### config.mk
export PLATFORM = sky130hd
export DESIGN_NAME = seq_pattern_tx
export DESIGN_NICKNAME = d
export VERILOG_FILES = /design/src/rtl/seq_pattern_tx_pkg.sv /design/src/rtl/seq_piso_shreg.sv /design/src/rtl/seq_pattern_tx.sv
export SDC_FILE = /design/constraint.sdc
export NUM_CORES = 1
export LEC_CHECK = 0
export ABC_AREA = 1
export BUFFER_PORTS_ARGS = -buffer_cell sky130_fd_sc_hd__buf_4
export CORE_MARGIN = 5
export CORE_UTILIZATION = 48
export CTS_CLUSTER_DIAMETER = 100
export DETAILED_ROUTE_END_ITERATION = 10
export PLACE_DENSITY_LB_ADDON = 0.1
export REMOVE_ABC_BUFFERS = 1
export SYNTH_ARGS = -nofsm -noshare
export SYNTH_HDL_FRONTEND = slang
export SYNTH_SLANG_ARGS = --single-unit
### constraint.sdc
create_clock -name clk -period 1.07 [get_ports clk]
set_input_delay 0.214 -clock clk [delete_from_list [all_inputs] [get_ports clk]]
set_output_delay 0.214 -clock clk [all_outputs]
set_load 0.05 [all_outputs]
### src/rtl/seq_pattern_tx_pkg.sv
// Shared definitions for the single-bit seq link: transmitter state encoding and the
// default pattern that both the transmitter and the detector are built around.
package seq_pattern_tx_pkg;

    typedef enum logic [1:0] {
        StIdle  = 2'd0,
        StShift = 2'd1,
        StGap   = 2'd2
    } tx_state_e;

    localparam logic [3:0] SeqDefaultPat = 4'b1011;

endpackage

### src/rtl/seq_piso_shreg.sv
// Parallel-in serial-out shift register, MSB first. Shifting fills with zeros so the
// serial output drops to 0 once the loaded word has been fully shifted out.
module seq_piso_shreg #(
    parameter int unsigned PAT_W = 4
) (
    input  logic             clk,
    input  logic             rst,
    input  logic             ld,
    input  logic             sh,
    input  logic [PAT_W-1:0] din,
    output logic             dout
);

    logic [PAT_W-1:0] shr_q;

    always_ff @(posedge clk or negedge rst) begin
        if (!rst) begin
            shr_q <= '0;
        end else if (ld) begin
            shr_q <= din;
        end else if (sh) begin
            shr_q <= {shr_q[PAT_W-2:0], 1'b0};
        end
    end

    assign dout = shr_q[PAT_W-1];

endmodule

### src/rtl/seq_pattern_tx.sv
// Serial bit-pattern transmitter: shifts a stored pattern out MSB first with a valid
// qualifier, optionally repeating it with an idle gap between repeats.
module seq_pattern_tx
    import seq_pattern_tx_pkg::*;
#(
    parameter int unsigned      PAT_W   = 4,
    parameter logic [PAT_W-1:0] PAT_RST = SeqDefaultPat,
    parameter int unsigned      GAP     = 2
) (
    input  logic             clk,
    input  logic             rst,
    input  logic             load,
    input  logic [PAT_W-1:0] pat_in,
    input  logic             start,
    input  logic             rpt,
    output logic             seq,
    output logic             seq_vld,
    output logic             busy,
    output logic             done
);

    localparam int unsigned BitW = $clog2(PAT_W);
    // GAP=0 never enters StGap, but the counter still needs a legal width.
    localparam int unsigned GapW = (GAP > 0) ? $clog2(GAP + 1) : 1;
    localparam logic [BitW-1:0] BitLast = BitW'(PAT_W - 1);
    localparam logic [GapW-1:0] GapLast = GapW'((GAP > 0) ? GAP - 1 : 0);

    tx_state_e        state_q, state_d;
    logic [PAT_W-1:0] pat_q, pat_d;
    logic [BitW-1:0]  bit_cnt_q, bit_cnt_d;
    logic [GapW-1:0]  gap_cnt_q, gap_cnt_d;
    logic             seq_vld_q, busy_q, done_q, done_d;
    logic             sh_ld, sh_sh;
    logic [PAT_W-1:0] sh_din;

    always_comb begin
        state_d   = state_q;
        pat_d     = pat_q;
        bit_cnt_d = bit_cnt_q;
        gap_cnt_d = gap_cnt_q;
        done_d    = 1'b0;
        sh_ld     = 1'b0;
        sh_sh     = 1'b0;
        sh_din    = pat_q;

        unique case (state_q)
            StIdle: begin
                if (load) begin
                    pat_d = pat_in;
                end
                if (start) begin
                    state_d   = StShift;
                    sh_ld     = 1'b1;
                    sh_din    = load ? pat_in : pat_q;
                    bit_cnt_d = '0;
                    gap_cnt_d = '0;
                end
            end
            StShift: begin
                if (bit_cnt_q == BitLast) begin
                    bit_cnt_d = '0;
                    gap_cnt_d = '0;
                    if (rpt && (GAP > 0)) begin
                        state_d = StGap;
                        sh_sh   = 1'b1;
                    end else if (rpt) begin
                        sh_ld = 1'b1;
                    end else begin
                        state_d = StIdle;
                        sh_sh   = 1'b1;
                        done_d  = 1'b1;
                    end
                end else begin
                    bit_cnt_d = bit_cnt_q + BitW'(1);
                    sh_sh     = 1'b1;
                end
            end
            StGap: begin
                if (gap_cnt_q == GapLast) begin
                    state_d   = StShift;
                    sh_ld     = 1'b1;
                    bit_cnt_d = '0;
                    gap_cnt_d = '0;
                end else begin
                    gap_cnt_d = gap_cnt_q + GapW'(1);
                end
            end
            default: begin
                state_d = StIdle;
            end
        endcase
    end

    always_ff @(posedge clk or negedge rst) begin
        if (!rst) begin
            state_q   <= StIdle;
            pat_q     <= PAT_RST;
            bit_cnt_q <= '0;
            gap_cnt_q <= '0;
            seq_vld_q <= 1'b0;
            busy_q    <= 1'b0;
            done_q    <= 1'b0;
        end else begin
            state_q   <= state_d;
            pat_q     <= pat_d;
            bit_cnt_q <= bit_cnt_d;
            gap_cnt_q <= gap_cnt_d;
            seq_vld_q <= (state_d == StShift);
            busy_q    <= (state_d != StIdle);
            done_q    <= done_d;
        end
    end

    // The shift register MSB is the seq flop; it is all-zero outside StShift.
    seq_piso_shreg #(
        .PAT_W(PAT_W)
    ) u_shreg (
        .clk  (clk),
        .rst  (rst),
        .ld   (sh_ld),
        .sh   (sh_sh),
        .din  (sh_din),
        .dout (seq)
    );

    assign seq_vld = seq_vld_q;
    assign busy    = busy_q;
    assign done    = done_q;

endmodule
==> flow_metrics.env, run 1 <==
export IMPL_antenna_found_initial=0
export IMPL_die_w_um=52.7
export IMPL_synth_compound_area_share_pct=6.56
export IMPL_avgSynthCellArea_um2=7.97
export IMPL_diodes=0
export IMPL_syn2layout_area_growth_pct=39.7
export IMPL_port_buffers=12
export IMPL_clk_path_buf_depth=2
export IMPL_max_clock_freq_mhz=866
export IMPL_cpMostUsedCell="nand2_1"
export IMPL_routed_wl_mm=1.90
export IMPL_crit_required_ps=1260
export IMPL_r2r_start="state_q[1]"
export IMPL_first_pass_iters=5
export IMPL_insertion_delay_ps=290
export IMPL_worst_slack_ps=-84.7
export IMPL_yosysSeqAreaShare_pct=48.9
export IMPL_synthDistinctLibCells=19
export IMPL_finalSetupViolCount=12
export IMPL_core_area_um2=1730
export IMPL_cpMaxStageDelayCell="dfrtp_2"
export IMPL_grt_max_degree=18
export IMPL_finalWeightedCongestion=0.790
export IMPL_postRouteAntennaNets=0
export IMPL_reg2reg_depth=7
export IMPL_ios=13
export IMPL_period_needed_ps=1150
export IMPL_syn_inst=110
export IMPL_synthMuxAreaShare_pct=0
export IMPL_cts_sinks=17
export IMPL_hp_class="input port to flip-flop"
export IMPL_total_leakage_power_uw=0.000627
export IMPL_skew_ps=1.05
export IMPL_fillers=134
export IMPL_holdPathEnd="done"
export IMPL_synth_fa_ha_area_share_pct=2.85
export IMPL_drc=0
export IMPL_post_drt_wl_per_cell_um=11.9
export IMPL_cts_htree_levels=1
export IMPL_fin_nets=147
export IMPL_setup_tns_ps=-602
export IMPL_ir_worst_vdd_mv=1.52
export IMPL_arrival_ps=1340
export IMPL_gr_total_overflow=0
export IMPL_cts_buffers=3
export IMPL_rrSetupSlack_ps=-80
export IMPL_synth_xor_area_share_pct=0
export IMPL_synth_area_um2=877
export IMPL_whs_ps=96.6
export IMPL_finalCritPeriodShare_pct=108
export IMPL_first_global_vias=693
export IMPL_cp_max_fo=6
export IMPL_r2r_end="u_shreg.shr_q[1]"
export IMPL_hold_viol=0
export IMPL_die_y_um=52.7
export IMPL_rsz0062_at_grt="true"
export IMPL_start_util_pct=50.8
export IMPL_drive_above_1_share_pct=44.4
export IMPL_slew_headroom_pct=82.7
export IMPL_synth_top_area_cell="dfrtp_1"
export IMPL_startpoint_type="flip-flop"
export IMPL_whs_path_depth=2
export IMPL_maxCapViolations=0
export IMPL_path_class="flip-flop to flip-flop"
export IMPL_synth_top_family_by_area="simple AND/OR/NAND/NOR gates"
export IMPL_hpwl_mm=1.31
export IMPL_slew_violations=0
export IMPL_yosysWarnings=0
export IMPL_violations="setup timing"
export IMPL_initialDrtViolationCount=18
export IMPL_status="complete, but fails checks"
export IMPL_row_count=15
export IMPL_track_usage_pct=14.8
export IMPL_hp_start="rpt"
export IMPL_end_kind="flip-flop"
export IMPL_synth_top_area_share_pct=39.9
export IMPL_routed_via_density=4.77
export IMPL_yosys_area_share_simple_pct=35.8
export IMPL_worstMarginPinSlew_ps=257
export IMPL_place_ws_ps=-170
export IMPL_clock_root_buffer="clkbuf_4"
export IMPL_die_area_um2=2780
export IMPL_cts_tree="done"
export IMPL_max_stage_delay_ps=440
export IMPL_route_vias_total=763
export IMPL_p_per_area_nw_per_um2=3010
export IMPL_crit_chain="inv_2, nor2_4, nand2_4, nand2_8, nand3_2, nand2_1, nand2_1"
export IMPL_clk_pin_slew_ps=100
export IMPL_synth_area_leaders="dfrtp_1, nand2_1, dfstp_2"
export IMPL_grt_pass1_wl_mm=2.99
export IMPL_ys_seq_elements=17
where the power goes:
group	switching, µW	internal (µW)
clock network	206	139
logic	1260	864
registers	235	979
total	1700	1980
sequential cells by signal (all words and copies together), names as in the netlist:
name,cells
pat_q,4
u_shreg.shr_q,4
state_q,2
seq_vld,1
bit_cnt_q,2
busy,1
gap_cnt_q,2
done,1
worst max-delay path by stage:
stage	startpoint	to	slack, ps	cells past startpoint
finish	state_q[1]	u_shreg.shr_q[1]	-80	7
global route	state_q[1]	u_shreg.shr_q[3]	-170	7
CTS	state_q[0]	u_shreg.shr_q[0]	-80	6
detailed placement	state_q[0]	u_shreg.shr_q[0]	-170	6
global placement	state_q[0]	u_shreg.shr_q[0]	-170	6
floorplan	state_q[1]	u_shreg.shr_q[3]	-50	6
routing by layer:
layer,part of all wire [%],track usage (%)
met1,45,20.7
met2,51,22.9
met3,4.5,2.56
met4,0,5.11
met5,0,0
stage by stage:
step           total power, µW  util (%)  instances  instance area [µm²]
5_1_grt                   3970      70.9        160                 1220
3_3_place_gp              2880      60.4        153                 1040
2_1_floorplan             2350         -        110                  877
4_1_cts                   3450      66.6        159                 1150
3_5_place_dp              2920      60.4        153                 1040
6_report                  3690      70.9        160                 1220
synth_stat cells (all sizes together):
| cell type | instances |
|---|---|
| nand2 | 52 |
| dfrtp | 14 |
| inv | 13 |
| nor2 | 11 |
| a31oi | 4 |
| nand3 | 4 |
| o21ai | 4 |
| dfstp | 3 |
| ha | 2 |
| a21oi | 1 |
| nor3 | 1 |
| o211ai | 1 |
critical path, delay by kind of cell, from the launching register on:
kind                   cells  cell delay [ps]
buffers and inverters      1               80
DFF                        1              440
and+or+nand+nor            6              540
logic make-up (layout without fill, tap and decap cells):
| group | Yosys count | in the layout |
|---|---|---|
| simple gates | 68 | 68 |
| compound gates | 10 | 10 |
| flops | 17 | 17 |
| fa+ha+maj | 2 | 2 |
| buf+inv | 13 | 38 |
layout by cell type, fill, tap and decap left out, types with 2 or more instances in the layout:
master and count:
dfstp_2 3, dfrtp_2 2, buf_6 8, buf_4 12
nand2_2 4, clkbuf_4 3, inv_1 7, a31oi_1 4
inv_2 5, nand3_2 3, nand2_4 3, dfrtp_1 12
nand2_1 44, o21ai_1 3, nor2_4 6, nor2_2 5
cell type report:
class | instances | area (µm²) | share of cell area, %
Clock buffer | 3 | 22.5 | 1.84
Clock inverter | 1 | 5.00 | 0.409
Inverter | 13 | 53.8 | 4.39
Multi-Input combinational cell | 80 | 490 | 40.0
Sequential cell | 17 | 432 | 35.2
Tap cell | 25 | 31.3 | 2.55
Timing Repair Buffer | 21 | 190 | 15.5
what timing repair did:
item	CTS	global route
endpoints found under the hold margin	14	0
setup buffers	1	1
hold buffers	1	0
setup endpoints to repair	13	21
resized for setup	17	20
pin swaps	11	10
No activity file was read; power rests on OpenSTA's default activity.
==> inputs of run 2 (changes only) <==
CORE_UTILIZATION = 58   (was 48)
clock period = 1.45 ns   (was 1.07 ns; I/O delays follow)
==> run 2 against run 1 <==
  * The flow now finishes without violations
  * Final area shrank 16%
  * Hold slack gained 49 ps
  * Via count shrank 5.0%
  * Non-clock buffer count shrank 8
  * Critical path type unchanged
  * First-iteration DRC count shrank 50%
  * Register-to-register slack gained 240 ps
  * Sequential share of layout area grew 6.6 points
  * Sequential cell count is the same
  * Critical path depth shrank 1
  * Total power shrank 39%
  * Cell count shrank 11%
  * Count of clock-buffer cells in the layout is the same
==> flow_metrics.env, run 2 (synthesized netlist as in run 1, its figures left out) <==
export IMPL_status="finished clean"
export IMPL_maxCapViolations=0
export IMPL_cts_tree="done"
export IMPL_die_y_um=48.9
export IMPL_period_needed_ps=1290
export IMPL_post_cts_resized=0
export IMPL_path_class="flip-flop to flip-flop"
export IMPL_p_total_uw=2250
export IMPL_arrival_ps=1480
export IMPL_swShare_pct=46.6
export IMPL_slew_headroom_pct=81.9
export IMPL_syn2layout_area_growth_pct=16.8
export IMPL_stdcell_area_um2=1020
export IMPL_comb_power_share_pct=50.0
export IMPL_finalCritPeriodShare_pct=89.0
export IMPL_cpLargestDelayFamily="simple AND/OR/NAND/NOR gates"
export IMPL_end_kind="flip-flop"
export IMPL_insertion_delay_ps=300
export IMPL_hp_class="input port to flip-flop"
export IMPL_route_vias_total=725
export IMPL_skew_ps=4.18
export IMPL_startpoint_type="flip-flop"
export IMPL_cts_hold_buf=1
export IMPL_clkPwrFrac_pct=11.4
export IMPL_drc=0
export IMPL_r2r_end="u_shreg.shr_q[1]"
export IMPL_die_area_um2=2390
export IMPL_port_buffers=12
export IMPL_crit_required_ps=1640
export IMPL_max_clock_freq_mhz=775
export IMPL_initialDrtViolationCount=9
export IMPL_p_seq_share_pct=38.5
export IMPL_holdPathEnd="done"
export IMPL_core_area_um2=1470
export IMPL_crit_chain="nor2_4, nand2_4, nand2_4, nand3_1, nand2_1, nand2_1"
export IMPL_whs_ps=146
export IMPL_cts_buffers=3
export IMPL_setup_tns_ps=0
export IMPL_routed_wl_mm=1.58
export IMPL_layout_commonest_cell="nand2_1"
export IMPL_gr_total_overflow=0
export IMPL_finalSetupViolCount=0
export IMPL_place_ws_ps=166
export IMPL_most_common_layout_cells="nand2_1, dfrtp_1, buf_4"
export IMPL_hp_start="rpt"
export IMPL_slew_violations=0
export IMPL_placed_area_um2=987
export IMPL_p_sw_uw=1050
export IMPL_ios=13
export IMPL_worst_slack_ps=159
export IMPL_start_util_pct=59.6
export IMPL_first_pass_iters=4
export IMPL_diodes=0
export IMPL_postRouteAntennaNets=0
export IMPL_post_cts_buffers=0
export IMPL_whs_path_depth=2
export IMPL_cp_max_fo=8
export IMPL_rsz0062_at_grt="false"
export IMPL_hpwl_mm=1.21
export IMPL_hold_viol=0
export IMPL_fin_nets=139
export IMPL_routed_via_density=5.07
export IMPL_internal_power_uw=1200
export IMPL_row_count=14
export IMPL_largestRegisters="pat_q x4, u_shreg.shr_q x4"
export IMPL_grt_max_degree=18
export IMPL_reg2reg_depth=6
export IMPL_track_usage_pct=15.5
export IMPL_clk_path_buf_depth=2
export IMPL_rrSetupSlack_ps=160
export IMPL_cts_htree_levels=1
export IMPL_finalWeightedCongestion=0.856
export IMPL_crit_start="state_q[1]"
export IMPL_cts_sinks=17
export IMPL_post_drt_wl_per_cell_um=11.1
export IMPL_cpMaxStageDelayCell="dfrtp_1"
export IMPL_p_per_area_nw_per_um2=2200
export IMPL_total_leakage_power_uw=0.000554
export IMPL_clock_root_buffer="clkbuf_4"
export IMPL_drive_above_1_share_pct=26.0
export IMPL_path_buf_inv=0
export IMPL_first_global_vias=716
export IMPL_grt_pass1_wl_mm=2.95
export IMPL_r2r_start="state_q[1]"
export IMPL_worstMarginPinSlew_ps=270
export IMPL_clk_pin_slew_ps=100
export IMPL_ir_worst_vdd_mv=1.20
export IMPL_max_stage_delay_ps=470
export IMPL_die_w_um=48.9
export IMPL_antenna_found_initial=0
==> run 2: cell types whose count changed in the layout (fill, tap and decap cells not counted), sizes merged <==
| cell | change |
|---|---|
| buf | -8 |
==> run 2: power groups by stage <==
stage | clock network (µW) | logic (µW) | registers (µW)
2_1_floorplan | 0 | 717 | 1020
3_3_place_gp | 0 | 1100 | 869
3_5_place_dp | 0 | 1140 | 876
4_1_cts | 268 | 1140 | 868
5_1_grt | 297 | 1270 | 908
6_report | 258 | 1130 | 868
==> run 2: worst register-to-register path: stages, from the launching register on <==
cell	delay, ps
dfrtp_1	470
nor2_4	260
nand2_4	110
nand2_4	130
nand3_1	90
nand2_1	70
nand2_1	50
==> run 2: how the worst max path moves through the flow <==
stage                                   to  cells past startpoint
after detailed placement  u_shreg.shr_q[1]                      6
final                     u_shreg.shr_q[1]                      6
after CTS                 u_shreg.shr_q[1]                      6
after floorplan           u_shreg.shr_q[3]                      6
after global routing      u_shreg.shr_q[1]                      7
after global placement    u_shreg.shr_q[1]                      6
==> run 2: cell type report <==
type	count	area, µm²
clock inverter	1	5.00
clock buffer	3	22.5
timing repair buffer	13	100
sequential	17	429
tap	16	20.0
inverter	13	51.3
multi-input combinational	80	397
fill	131	447
==> run 2: through the flow <==
step                      utilization [%]  cells
after floorplan                         -    110
after global routing                 69.6    143
after global placement               67.1    138
after CTS                            69.6    143
after detailed placement             67.1    138
final                                69.6    143
==> run 2: layer usage <==
layer / share of wire (%) / up-vias / global-route usage, %
li1: - / 377 / -
met1: 45 / 332 / 19.5
met2: 48 / 11 / 23.9
met3: 3.8 / 5 / 4.59
met4: 2.8 / 0 / 8.07
met5: 0 / - / 0
==> inputs of run 3 (changes only) <==
CORE_UTILIZATION = 57   (was 58)
SYNTH_HIERARCHICAL = 1   (was not set)
==> run 3 against run 2 <==
  * Synthesized cell count is 0.91% higher
  * Clock skew is 4.3 ps higher
  * Count of clock-buffer cells in the layout stayed put
  * Non-clock buffer count stayed put
  * First-iteration DRC count stayed put
  * Critical path depth stayed put
  * Register-to-register slack hardly changed
  * Die area is 0.80% lower
  * Final area is 1.8% lower
  * Wire length is 3.3% lower
  * Largest cell class unchanged
  * Largest power group unchanged
  * Highest routed layer unchanged
==> flow_metrics.env, run 3 <==
export IMPL_finalSetupViolCount=0
export IMPL_period_needed_ps=1290
export IMPL_place_ws_ps=82.6
export IMPL_cpLargestDelayFamily="simple AND/OR/NAND/NOR gates"
export IMPL_wl_met2_um=732
export IMPL_cp_max_fo=10
export IMPL_hp_class="input port to flip-flop"
export IMPL_synth_area_leaders="dfrtp_1, nand2_1, dfstp_2"
export IMPL_layout_commonest_cell="nand2_1"
export IMPL_routed_via_density=4.87
export IMPL_post_drt_wl_per_cell_um=10.6
export IMPL_hold_viol=0
export IMPL_maxCapViolations=0
export IMPL_finalWeightedCongestion=0.791
export IMPL_path_buf_inv=1
export IMPL_max_clock_freq_mhz=775
export IMPL_yosys_top_cells_count="nand2_1, dfrtp_1, inv_1, o21ai_0, nand3_1"
export IMPL_clk_path_buf_depth=2
export IMPL_worst_slack_ps=159
export IMPL_cts_htree_levels=1
export IMPL_syn_inst=111
export IMPL_synthMuxAreaShare_pct=0
export IMPL_grt_pass1_wl_mm=2.79
export IMPL_yosys_area_share_simple_pct=31.7
export IMPL_synth_ff_type="dfrtp_1"
export IMPL_arrival_ps=1460
export IMPL_port_buffers=12
export IMPL_wl_met3_um=62
export IMPL_status="finished clean"
export IMPL_seqCellArea_um2=429
export IMPL_track_usage_pct=14.5
export IMPL_synth_top_family_by_area="simple AND/OR/NAND/NOR gates"
export IMPL_most_common_layout_cells="nand2_1, inv_1, dfrtp_1"
export IMPL_route_vias_total=701
export IMPL_start_util_pct=58.7
export IMPL_crit_chain="nor2_2, nand2_2, nand2_2, inv_2, nand3_1, nand3_1"
export IMPL_top_layer="met4"
export IMPL_hpwl_mm=1.18
export IMPL_multiInputGateArea_um2=365
export IMPL_synth_edff_count=0
export IMPL_p_per_area_nw_per_um2=1990
export IMPL_core_area_um2=1450
export IMPL_rsz0062_at_grt="false"
export IMPL_postRouteAntennaNets=0
export IMPL_end_kind="flip-flop"
export IMPL_clock_root_buffer="clkbuf_4"
export IMPL_grt_max_degree=18
export IMPL_setup_tns_ps=0
export IMPL_die_y_um=48.7
export IMPL_worstMarginPinSlew_ps=271
export IMPL_post_cts_buffers=0
export IMPL_synthArstFlopShare_pct=100
export IMPL_slew_headroom_pct=81.8
export IMPL_startpoint_type="flip-flop"
export IMPL_finalCritPeriodShare_pct=89.0
export IMPL_yosysSeqAreaShare_pct=50.3
export IMPL_yosysMostFrequentCell="nand2_1"
export IMPL_largestRegisters="pat_q x4, u_shreg/shr_q x4"
export IMPL_row_count=14
export IMPL_synthDistinctLibCells=15
export IMPL_synth_fa_ha_area_share_pct=2.93
export IMPL_cts_buffers=3
export IMPL_synth_top_area_cell="dfrtp_1"
export IMPL_skew_ps=8.52
export IMPL_ys_seq_elements=17
export IMPL_drive_above_1_share_pct=23.4
export IMPL_synth_compound_area_share_pct=7.62
export IMPL_initialDrtViolationCount=9
export IMPL_gr_total_overflow=0
export IMPL_diodes=0
export IMPL_insertion_delay_ps=290
export IMPL_wl_met1_um=721
export IMPL_antenna_found_initial=0
export IMPL_first_pass_iters=4
export IMPL_routed_wl_mm=1.53
export IMPL_cts_tree="done"
export IMPL_synth_xor_area_share_pct=0
export IMPL_synth_top_area_share_pct=41.1
export IMPL_crit_required_ps=1620
export IMPL_cts_sinks=17
export IMPL_ios=13
export IMPL_drc=0
export IMPL_die_area_um2=2370
export IMPL_fin_nets=140
export IMPL_cpMaxStageDelayCell="dfrtp_1"
export IMPL_clk_pin_slew_ps=100
export IMPL_total_leakage_power_uw=0.000553
export IMPL_ir_worst_vdd_mv=1.50
export IMPL_first_global_vias=661
export IMPL_yosysWarnings=6
export IMPL_synth_area_um2=853
export IMPL_path_class="flip-flop to flip-flop"
export IMPL_die_w_um=48.7
export IMPL_slew_violations=0
export IMPL_avgSynthCellArea_um2=7.69
export IMPL_fillers=126
export IMPL_syn2layout_area_growth_pct=17.9
export IMPL_max_stage_delay_ps=470
[run 3: changes by cell type in the layout (fill, tap and decap cells not counted), moves of 3 or more]
cell	previous run	this run
a31oi_1	4	0
o21ai_0	3	13
nand2_1	48	41
nor2_1	6	3
inv_1	8	14
nand3_1	4	8
nand2_4	3	0
[run 3: power by group]
group | internal [µW] | switching, µW
combinational | 311 | 607
clock | 102 | 144
sequential | 698 | 142
total | 1110 | 893
[run 3: layout make-up]
| type | count | share of cell area, % |
|---|---|---|
| sequential | 17 | 42.7 |
| multi-input combinational | 77 | 36.3 |
| timing repair buffer | 13 | 9.95 |
| inverter | 17 | 6.34 |
| clock buffer | 3 | 2.24 |
| tap | 16 | 1.99 |
| clock inverter | 1 | 0.498 |
[run 3: worst register-to-register path: stages, from the launching register on]
cell	delay, ps
dfrtp_1	470
nor2_2	190
nand2_2	150
nand2_2	160
inv_2	60
nand3_1	70
nand3_1	80
[run 3: path summary, 6_finish.rpt]
path                             startpoint          endpoint  slack [ps]  cells past startpoint
hold reg to reg            u_shreg/shr_q[3]  u_shreg/shr_q[3]         490                      2
setup reg to reg                 state_q[1]  u_shreg/shr_q[1]         160                      6
hold / removal                          rpt              done         150                      2
min in group asynchronous               rst      bit_cnt_q[1]         390                      2
max in group asynchronous               rst          pat_q[1]         800                      2
setup / recovery                 state_q[1]  u_shreg/shr_q[1]         160                      6
[run 3: cells by family (layout without fill, tap and decap cells)]
logic type                 Yosys count  after routing
buffers and inverters               17             34
adders and majority gates            2              2
AOI/OAI and AO/OA                   13             13
and+or+nand+nor                     62             62
DFF                                 17             17
[run 3: through the flow]
step	std cells	hold slack, ps	util [%]	total power (µW)	cell area [µm²]
final	144	152	69.2	2000	1010
after detailed placement	139	161	66.3	1750	963
after global routing	144	134	69.2	2230	1010
after floorplan	111	-5.59	-	1520	853
after CTS	144	144	68.8	2020	1000
after global placement	139	158	66.3	1730	963
[run 3: layer usage]
metal | global-route usage, % | up-vias
met4 | 5.38 | 0
met2 | 23.9 | 10
met3 | 3.37 | 2
met1 | 18.3 | 309
li1 | - | 380
met5 | 0 | -
[run 3: what timing repair did]
item | CTS | global route
hold buffers | 1 | 0
hold endpoints to repair | 14 | 0
gates resized for setup | 0 | 2
setup endpoints to repair | 0 | 4
